<file path="src/rtl/sram_arb_pkg.sv">
// Shared types and the round-robin pick function used by the SRAM port arbiter.
package sram_arb_pkg;

  localparam int unsigned MAX_REQ = 32;

  typedef struct packed {
    logic [31:0] addr;
    logic        we;
    logic [3:0]  be;
    logic [31:0] wdata;
  } obi_req_t;

  // Returns the first requester after ptr (wrapping modulo n); 0 when nobody requests.
  function automatic int unsigned rr_pick(input logic [MAX_REQ-1:0] req,
                                          input int unsigned        ptr,
                                          input int unsigned        n);
    int unsigned idx;
    logic        found;
    rr_pick = 0;
    found   = 1'b0;
    for (int unsigned i = 1; i <= MAX_REQ; i++) begin
      idx = (ptr + i) % n;
      if ((i <= n) && !found && req[idx[4:0]]) begin
        rr_pick = idx;
        found   = 1'b1;
      end
    end
  endfunction

endpackage

</file>
<file path="src/rtl/sram_arb_id_fifo.sv">
// In-order FIFO of requester IDs for transactions issued downstream and not yet answered.
module sram_arb_id_fifo
  import sram_arb_pkg::*;
#(
  parameter int unsigned WIDTH = 1,
  parameter int unsigned DEPTH = 2
) (
  input  logic             clk_i,
  input  logic             rst_ni,
  input  logic             push_i,
  input  logic [WIDTH-1:0] data_i,
  input  logic             pop_i,
  output logic [WIDTH-1:0] head_o,
  output logic             full_o,
  output logic             empty_o
);

  localparam int unsigned PTR_W = (DEPTH > 1) ? $clog2(DEPTH) : 1;
  localparam int unsigned CNT_W = $clog2(DEPTH + 1);

  logic [WIDTH-1:0] mem_q [DEPTH];
  logic [WIDTH-1:0] mem_d [DEPTH];
  logic [PTR_W-1:0] wr_ptr_q, wr_ptr_d;
  logic [PTR_W-1:0] rd_ptr_q, rd_ptr_d;
  logic [CNT_W-1:0] count_q, count_d;
  logic             do_push, do_pop;

  function automatic logic [PTR_W-1:0] next_ptr(input logic [PTR_W-1:0] p);
    next_ptr = (p == PTR_W'(DEPTH - 1)) ? '0 : p + 1'b1;
  endfunction

  assign full_o  = (count_q == CNT_W'(DEPTH));
  assign empty_o = (count_q == '0);
  assign head_o  = mem_q[rd_ptr_q];

  // A push into a full FIFO is accepted only when the head leaves in the same cycle.
  assign do_pop  = pop_i && !empty_o;
  assign do_push = push_i && (!full_o || do_pop);

  always_comb begin
    mem_d    = mem_q;
    wr_ptr_d = wr_ptr_q;
    rd_ptr_d = rd_ptr_q;
    count_d  = count_q;
    if (do_push) begin
      mem_d[wr_ptr_q] = data_i;
      wr_ptr_d        = next_ptr(wr_ptr_q);
    end
    if (do_pop) begin
      rd_ptr_d = next_ptr(rd_ptr_q);
    end
    case ({do_push, do_pop})
      2'b10:   count_d = count_q + 1'b1;
      2'b01:   count_d = count_q - 1'b1;
      default: count_d = count_q;
    endcase
  end

  always_ff @(posedge clk_i) begin
    if (!rst_ni) begin
      wr_ptr_q <= '0;
      rd_ptr_q <= '0;
      count_q  <= '0;
    end else begin
      wr_ptr_q <= wr_ptr_d;
      rd_ptr_q <= rd_ptr_d;
      count_q  <= count_d;
    end
  end

  always_ff @(posedge clk_i) begin
    mem_q <= mem_d;
  end

endmodule

</file>
<file path="src/rtl/sram_port_arbiter.sv">
// Round-robin arbiter sharing one OBI SRAM port among NUM_REQ masters, routing responses in order.
module sram_port_arbiter
  import sram_arb_pkg::*;
#(
  parameter int unsigned NUM_REQ         = 2,
  parameter int unsigned MAX_OUTSTANDING = 2
) (
  input  logic                  clk_i,
  input  logic                  rst_ni,
  input  logic [NUM_REQ-1:0]    m_req_i,
  output logic [NUM_REQ-1:0]    m_gnt_o,
  input  logic [NUM_REQ*32-1:0] m_addr_i,
  input  logic [NUM_REQ-1:0]    m_we_i,
  input  logic [NUM_REQ*4-1:0]  m_be_i,
  input  logic [NUM_REQ*32-1:0] m_wdata_i,
  output logic [NUM_REQ-1:0]    m_rvalid_o,
  output logic [NUM_REQ*32-1:0] m_rdata_o,
  output logic                  s_req_o,
  input  logic                  s_gnt_i,
  output logic [31:0]           s_addr_o,
  output logic                  s_we_o,
  output logic [3:0]            s_be_o,
  output logic [31:0]           s_wdata_o,
  input  logic                  s_rvalid_i,
  input  logic [31:0]           s_rdata_i,
  output logic                  orphan_rsp_o
);

  localparam int unsigned ID_W = $clog2(NUM_REQ);

  logic [ID_W-1:0]    rr_ptr_q, rr_ptr_d;
  logic               orphan_q, orphan_d;
  logic [ID_W-1:0]    winner;
  logic [ID_W-1:0]    head_id;
  logic [MAX_REQ-1:0] req_ext;
  logic               any_req, can_issue, handshake, pop;
  logic               fifo_full, fifo_empty;
  obi_req_t           sel;

  always_comb begin
    req_ext                = '0;
    req_ext[NUM_REQ-1:0]   = m_req_i;
    winner                 = ID_W'(rr_pick(req_ext, 32'(rr_ptr_q), NUM_REQ));
  end

  // A full FIFO may still issue when a response frees a slot this very cycle.
  assign any_req   = |m_req_i;
  assign can_issue = !fifo_full || s_rvalid_i;
  assign s_req_o   = any_req && can_issue;
  assign handshake = s_req_o && s_gnt_i;
  assign pop       = s_rvalid_i && !fifo_empty;

  always_comb begin
    sel = '0;
    for (int k = 0; k < NUM_REQ; k++) begin
      if (any_req && (winner == ID_W'(k))) begin
        sel.addr  = m_addr_i[32*k +: 32];
        sel.we    = m_we_i[k];
        sel.be    = m_be_i[4*k +: 4];
        sel.wdata = m_wdata_i[32*k +: 32];
      end
    end
  end

  assign s_addr_o  = sel.addr;
  assign s_we_o    = sel.we;
  assign s_be_o    = sel.be;
  assign s_wdata_o = sel.wdata;

  always_comb begin
    m_gnt_o    = '0;
    m_rvalid_o = '0;
    for (int k = 0; k < NUM_REQ; k++) begin
      m_gnt_o[k]    = handshake && (winner == ID_W'(k));
      m_rvalid_o[k] = pop && (head_id == ID_W'(k));
    end
  end

  assign m_rdata_o    = {NUM_REQ{s_rdata_i}};
  assign orphan_rsp_o = orphan_q;

  always_comb begin
    rr_ptr_d = handshake ? winner : rr_ptr_q;
    orphan_d = orphan_q || (s_rvalid_i && fifo_empty);
  end

  always_ff @(posedge clk_i) begin
    if (!rst_ni) begin
      rr_ptr_q <= ID_W'(NUM_REQ - 1);
      orphan_q <= 1'b0;
    end else begin
      rr_ptr_q <= rr_ptr_d;
      orphan_q <= orphan_d;
    end
  end

  sram_arb_id_fifo #(
    .WIDTH (ID_W),
    .DEPTH (MAX_OUTSTANDING)
  ) u_id_fifo (
    .clk_i   (clk_i),
    .rst_ni  (rst_ni),
    .push_i  (handshake),
    .data_i  (winner),
    .pop_i   (pop),
    .head_o  (head_id),
    .full_o  (fifo_full),
    .empty_o (fifo_empty)
  );

endmodule

</file>
<file path="config.mk">
export PLATFORM = sky130hd
export DESIGN_NAME = sram_port_arbiter
export DESIGN_NICKNAME = d
export VERILOG_FILES = /design/src/rtl/sram_arb_pkg.sv /design/src/rtl/sram_arb_id_fifo.sv /design/src/rtl/sram_port_arbiter.sv
export SDC_FILE = /design/constraint.sdc
export NUM_CORES = 1
export LEC_CHECK = 0
export BUFFER_PORTS_ARGS = -buffer_cell sky130_fd_sc_hd__clkbuf_2
export CORE_AREA = 2 2 122 124
export CTS_BUF_LIST = sky130_fd_sc_hd__clkbuf_4
export DETAILED_ROUTE_END_ITERATION = 10
export DIE_AREA = 0 0 124 126
export GPL_TIMING_DRIVEN = 1
export SLEW_MARGIN = 20
export SYNTH_ARGS = -nofsm -noshare
export SYNTH_HDL_FRONTEND = slang
export SYNTH_SLANG_ARGS = --single-unit
</file>
<file path="constraint.sdc">
create_clock -name clk_i -period 3.2 [get_ports clk_i]
set_clock_uncertainty 0.2 [all_clocks]
set_input_delay 0.96 -clock clk_i [delete_from_list [all_inputs] [get_ports clk_i]]
set_output_delay 0.96 -clock clk_i [all_outputs]
set_load 0.05 [all_outputs]
</file>
Word-level counts from Yosys, hierarchy flattened
Index checks and enable logic that the tools add are counted.
{"block": "totals", "register_bits": 8, "latchBits": 0, "mem_bits_rw": 0, "romBits": 0, "in_bits": 176, "output_inout_bits": 139, "word_cells": 66, "memories": 0}
{"block": "classes", "addsub": 6, "mul": 0, "div": 0, "n_lt_le_gt_ge": 5, "eq_ne": 3, "shifts": 0, "n_mux": 18, "bitwise": 4, "n_reduce_logical": 23}
{"op": "$mux 69", "n": 2}
{"op": "$logic_and 1x1->1", "n": 14}
{"op": "$mux 1", "n": 13}
{"op": "$lt 1x6->1 const B", "n": 2}
{"op": "$add 1x1->1 const B", "n": 4}
{"op": "$eq 2x2->1 const B", "n": 2}
{"op": "$ge 2x2->1 const B", "n": 2}
{"op": "$not 1->2", "n": 2}
{"op": "$pmux 2 s2", "n": 1}
{"op": "$logic_not 1->1", "n": 3}
{"op": "$logic_or 1x1->1", "n": 3}
{"op": "$add 2x1->2 const B", "n": 1}
{"op": "$bwmux 2", "n": 1}
{"op": "$eq 2x1->1 const B", "n": 1}
{"op": "$logic_not 2->1", "n": 1}
{"op": "$lt 2x1->1 const B", "n": 1}
{"op": "$not 1->1", "n": 2}
{"op": "$reduce_bool 2->1", "n": 1}
{"op": "$reduce_or 2->1", "n": 1}
{"op": "$sub 2x1->2 const B", "n": 1}
{"op": "$demux 1 s1", "n": 1}

Logic depth before layout (Yosys ltp)
{"block": "logic_depth", "depth_word": 11, "ltp_mapped": 6, "mapped_depth_nobuf": 6}

By module
Synthesis repeated with hierarchy kept, for this count alone.
{"block": "unflattened", "hier_cells": 200, "area_unflattened_um2": 1649.1}
{"module": "sram_port_arbiter", "instances": 1, "cells_per_inst": 169, "area_each_um2": 1353.8, "seq_area_each_um2": 40.0}
{"module": "sram_arb_id_fifo", "instances": 1, "cells_per_inst": 31, "area_each_um2": 295.3, "seq_area_each_um2": 140.1}

Worst setup path after synthesis
OpenSTA, ideal clock, no wires.
{"block": "synth_path", "path_type": "input to output", "startpoint": "input m_req_i[1]", "endpoint": "output m_gnt_o[0]", "arrival_time_ns": 2.037, "required_ns": 2.040, "setup_slack_ns": 0.003, "cell_stages": 4, "path_buffers": 2, "cell_sequence": "a21boi_1 buf_4 buf_6 nor2_1"}
{"block": "synth_via", "elab_chain_len": 8, "word_cells_on_any_way": 14, "classes_between": "mux: 7; bitwise: 1; reduce/logical: 6"}
{"item": "from (decl)", "line_no": "sram_port_arbiter.sv:10", "rtl": "input logic [NUM_REQ-1:0] m_req_i,"}
{"item": "$mux 1 (not written as such) (2 in a row)", "line_no": "sram_arb_pkg.sv:23", "rtl": "if ((i <= n) && !found && req[idx[4:0]]) begin"}
{"item": "$mux 1", "line_no": "sram_arb_pkg.sv:23"}
{"item": "$logic_not 1->1", "line_no": "sram_arb_pkg.sv:23"}
{"item": "$logic_and 1x1->1", "line_no": "sram_arb_pkg.sv:23"}
{"item": "$mux 1 *", "line_no": "sram_arb_pkg.sv:23"}
{"item": "via u_id_fifo.data_i", "line_no": "sram_arb_id_fifo.sv:11", "rtl": "input logic [WIDTH-1:0] data_i,"}
{"item": "$not 1->1 *", "line_no": "sram_port_arbiter.sv:74", "rtl": "m_gnt_o[k] = handshake && (winner == ID_W'(k));"}
{"item": "$logic_and 1x1->1 *", "line_no": "sram_port_arbiter.sv:74"}
{"item": "to (decl)", "line_no": "sram_port_arbiter.sv:11", "rtl": "output logic [NUM_REQ-1:0] m_gnt_o,"}
Mark *: on every way through the listed nets, which the timed path passes. The rest lies on a longest branch. The select of a mux whose other input is x is not followed.

Worst setup path after layout
{"block": "layout_path", "startpoint": "input m_req_i[0]", "endpoint": "output s_wdata_o[2]"}
{"block": "layout_via", "elab_chain_len": 10, "word_cells_on_any_way": 15, "classes_between": "mux: 9; bitwise: 1; reduce/logical: 5"}
{"item": "$mux 1 (not written as such) (2 in a row)", "line_no": "sram_arb_pkg.sv:23"}
{"item": "$mux 1", "line_no": "sram_arb_pkg.sv:23"}
{"item": "$logic_not 1->1", "line_no": "sram_arb_pkg.sv:23"}
{"item": "$logic_and 1x1->1", "line_no": "sram_arb_pkg.sv:23"}
{"item": "$mux 1", "line_no": "sram_arb_pkg.sv:23"}
{"item": "$not 1->1", "line_no": "sram_port_arbiter.sv:56", "rtl": "if (any_req && (winner == ID_W'(k))) begin"}
{"item": "$logic_and 1x1->1", "line_no": "sram_port_arbiter.sv:56"}
{"item": "$mux 69", "line_no": "sram_port_arbiter.sv:56"}
{"item": "$mux 69 *", "line_no": "sram_port_arbiter.sv:56"}
{"item": "to (decl)", "line_no": "sram_port_arbiter.sv:23", "rtl": "output logic [31:0] s_wdata_o,"}
Mark *: on every way between the ends. The rest lies on a longest branch, timed or not. The select of a mux whose other input is x is not followed.

==> reports/metrics.cfg <==
[placed_design]
dp_hpwl_mm = 5.15
gp_congestion = 0.755
io_buffers = 218
dpl-instance-area_um2 = 2830
place_worst_setup_slack_ns = 0.0107
dp.cells = 520

[grt]
grt_overflow_total = 0
grt_usage = 0.0668
grt_max_degree = 39
grt_pass1_wl_mm = 8.52
first_global_vias = 1755
antenna_found_initial = 0

[clock_network]
clkTransAtPathRegs_ns = 0.06
hold_buffers = 0
clockBufferDepth = 2
cts_buffers = 3
cts.sinks = 8
clk_latency_ns = 0.26
cts_root_buf = clkbuf_4
cts_htree_levels = 1
post_cts_buffers = 0
cts_tree = done
cts_resized = 0

[final_layout]
n_fill_cell = 1570
area_delta_synth_final_pct = 82.8
stdcell_count = 524
fin_area_um2 = 2960
post-route-util = 0.207
drive_above_1_share = 0.685
multi_input_comb_area_um2 = 838
ff_latch_area_um2 = 180
diodes = 0
nets = 518

[route]
vias = 1935
via_per_inst = 3.69
routed_wl_mm = 6.13
drc = 0
wl_per_cell_um = 11.7
dr.pass1.iters = 4
initialDrtViolationCount = 34
antenna_left = 0

[min_path]
hp-class = reg -> reg
worstHoldStart = u_id_fifo.wr_ptr_q$_SDFFE_PN0P_

[sta]
setup_violations = 0
whs_ns = 0.288
setup_slack_ns = 0.0481
timing.fmax_mhz = 317
maxSlewViolCount = 0
rsz0062_at_grt = yes
final.min_clock_period_ns = 3.15
post-route-period-util = 0.985
setup_tns_ns = 0
worst_pin_slew_ns = 0.339
max_slew_margin = 0.773
hold_violations = 0

[floorplanning]
dieHeight_um = 126
top_level_ports = 315
initial_core_util = 0.113
rows = 44
fp.dieArea_um2 = 15600
core_area_um2 = 14300
die_x_um = 124

[worst_setup_path]
cp_num_buf_inv = 3
cp_top_family = buffers and inverters
cp.arrival_ns = 1.99
r2r-start = u_id_fifo.count_q[1]$_SDFFE_PN0P_
end_kind = output port
crit_required_ns = 2.04
critPathLaunch = m_req_i[0]
criticalPathCategory = in -> out
worstPathMaxFanout = 37
crit_slowest_cell = a21boi_4
cp_slowest_stage_delay_ns = 0.26
start_kind = input pin
path_cells = clkbuf_2, a21boi_4, buf_12, a22o_1, clkbuf_4

[synth]
synth_compound_area_frac = 0.417
syn_avg_cell_area_um2 = 8.53
synth_xor_xnor_area_share = 0.0162
netlist_area_um2 = 1620
syn_inst = 190
synth_fa_ha_area_frac = 0.00772
synthesis.nets = 367
synth-simple-area-share = 0.0517
muxShareOfSynthArea = 0.0123
ys_seq_area_frac = 0.111
ys_types = 26
synth_top_family_by_area = compound AO/OA/AOI/OAI gates
synth_seq_cells = 8
ys_warn_count = 0

[pwr]
seqPwrFrac = 0.137
p_int_uw = 546
power_switching_uw = 572
netSwitchingFraction = 0.512
p_total_mw = 1.12
pwr-share-comb = 0.779
power_density_nw_per_um2 = 377
vdd_drop_max_v = 0.000118
p_leak_nw = 1.59
clkPwrFrac = 0.084

[job]
cap_violations = 0

[outcome]
status = completed

-- sequential cells by signal (all words and copies together), names as in the netlist --
signal,flops
orphan_rsp_o,1
u_id_fifo.count_q,2
u_id_fifo.mem_q,2
u_id_fifo.rd_ptr_q,1
u_id_fifo.wr_ptr_q,1
rr_ptr_q,1
-- tightest hold or removal path, cell delays in order, from the launching register on --
cell	delay (ns)
dfxtp_1	0.32
nand2_1	0.06
mux2i_1	0.06
-- final cells by class --
type / count / share of cell area
clock buffers: 4 / 0.0101
well taps: 184 / 0.0777
repair buffers: 225 / 0.565
flip-flops and latches: 8 / 0.0608
multi-input cells: 100 / 0.283
inverters: 3 / 0.00380
-- cell usage after synthesis --
master / instances / share of area
and2_1: 2 / 0.0077
o21ai_1: 2 / 0.0062
nor2_1: 5 / 0.012
a21oi_1: 1 / 0.0031
buf_4: 66 / 0.31
a31oi_1: 1 / 0.0039
dfxtp_1: 6 / 0.074
mux2i_1: 2 / 0.012
buf_2: 5 / 0.015
nor2b_1: 2 / 0.0077
o211ai_2: 1 / 0.0077
o21a_1: 1 / 0.0046
buf_6: 8 / 0.056
a21boi_2: 1 / 0.0069
xnor2_1: 3 / 0.016
nand2_1: 2 / 0.0046
a21boi_1: 2 / 0.0093
o21ai_0: 1 / 0.0031
inv_1: 3 / 0.0069
and4_1: 1 / 0.0054
and3_1: 1 / 0.0039
or3_1: 1 / 0.0039
edfxtp_1: 2 / 0.037
or3b_4: 1 / 0.0069
a22o_1: 69 / 0.37
ha_1: 1 / 0.0077
-- path summary, 6_finish.rpt --
path,endpoint,slack [ns],depth (start not counted)
max reg2reg,u_id_fifo.count_q[1]$_SDFFE_PN0P_,1.08,6
max,s_wdata_o[2],0.05,5
min reg2reg,u_id_fifo.wr_ptr_q$_SDFFE_PN0P_,0.29,2
min,u_id_fifo.wr_ptr_q$_SDFFE_PN0P_,0.29,2
-- logic make-up (layout without fill, tap and decap cells) --
family,after synthesis,after routing
AND/OR/NAND/NOR,15,15
AO/OA/AOI/OAI,79,79
XOR/XNOR,3,3
buffers and inverters,82,232
multiplexers,2,2
flip-flops,8,8
adder cells (fa/ha/maj),1,1
-- power by group through the flow --
| stage | registers (mW) | clock network (mW) | logic (mW) |
|---|---|---|---|
| finish | 0.153 | 0.0935 | 0.871 |
| global route | 0.157 | 0.102 | 0.924 |
| CTS | 0.153 | 0.0965 | 0.852 |
| detailed placement | 0.155 | 0 | 0.849 |
| global placement | 0.155 | 0 | 0.846 |
| floorplan | 0.161 | 0 | 0.745 |
-- cells in the final DEF (no fill, tap or decap), types with 2 or more instances in the layout --
cell / n
a21boi_4: 2
a22o_1: 69
and2_1: 2
buf_12: 29
buf_2: 3
buf_4: 12
clkbuf_2: 148
clkbuf_4: 37
dfxtp_1: 6
edfxtp_1: 2
inv_1: 3
mux2i_1: 2
nand2_1: 2
nor2_1: 5
nor2b_1: 2
o21ai_1: 2
xnor2_1: 3
-- layer usage --
metal | share of wire | vias to the layer above | wire length [um] | global-route usage
li1 | - | 951 | - | -
met1 | 0.38 | 845 | 2320 | 0.0808
met2 | 0.51 | 132 | 3100 | 0.119
met3 | 0.11 | 7 | 687 | 0.0118
met4 | 0.0038 | 0 | 23 | 0.0205
met5 | 0 | - | 0 | 0
(Power assumes the default switching activity.)
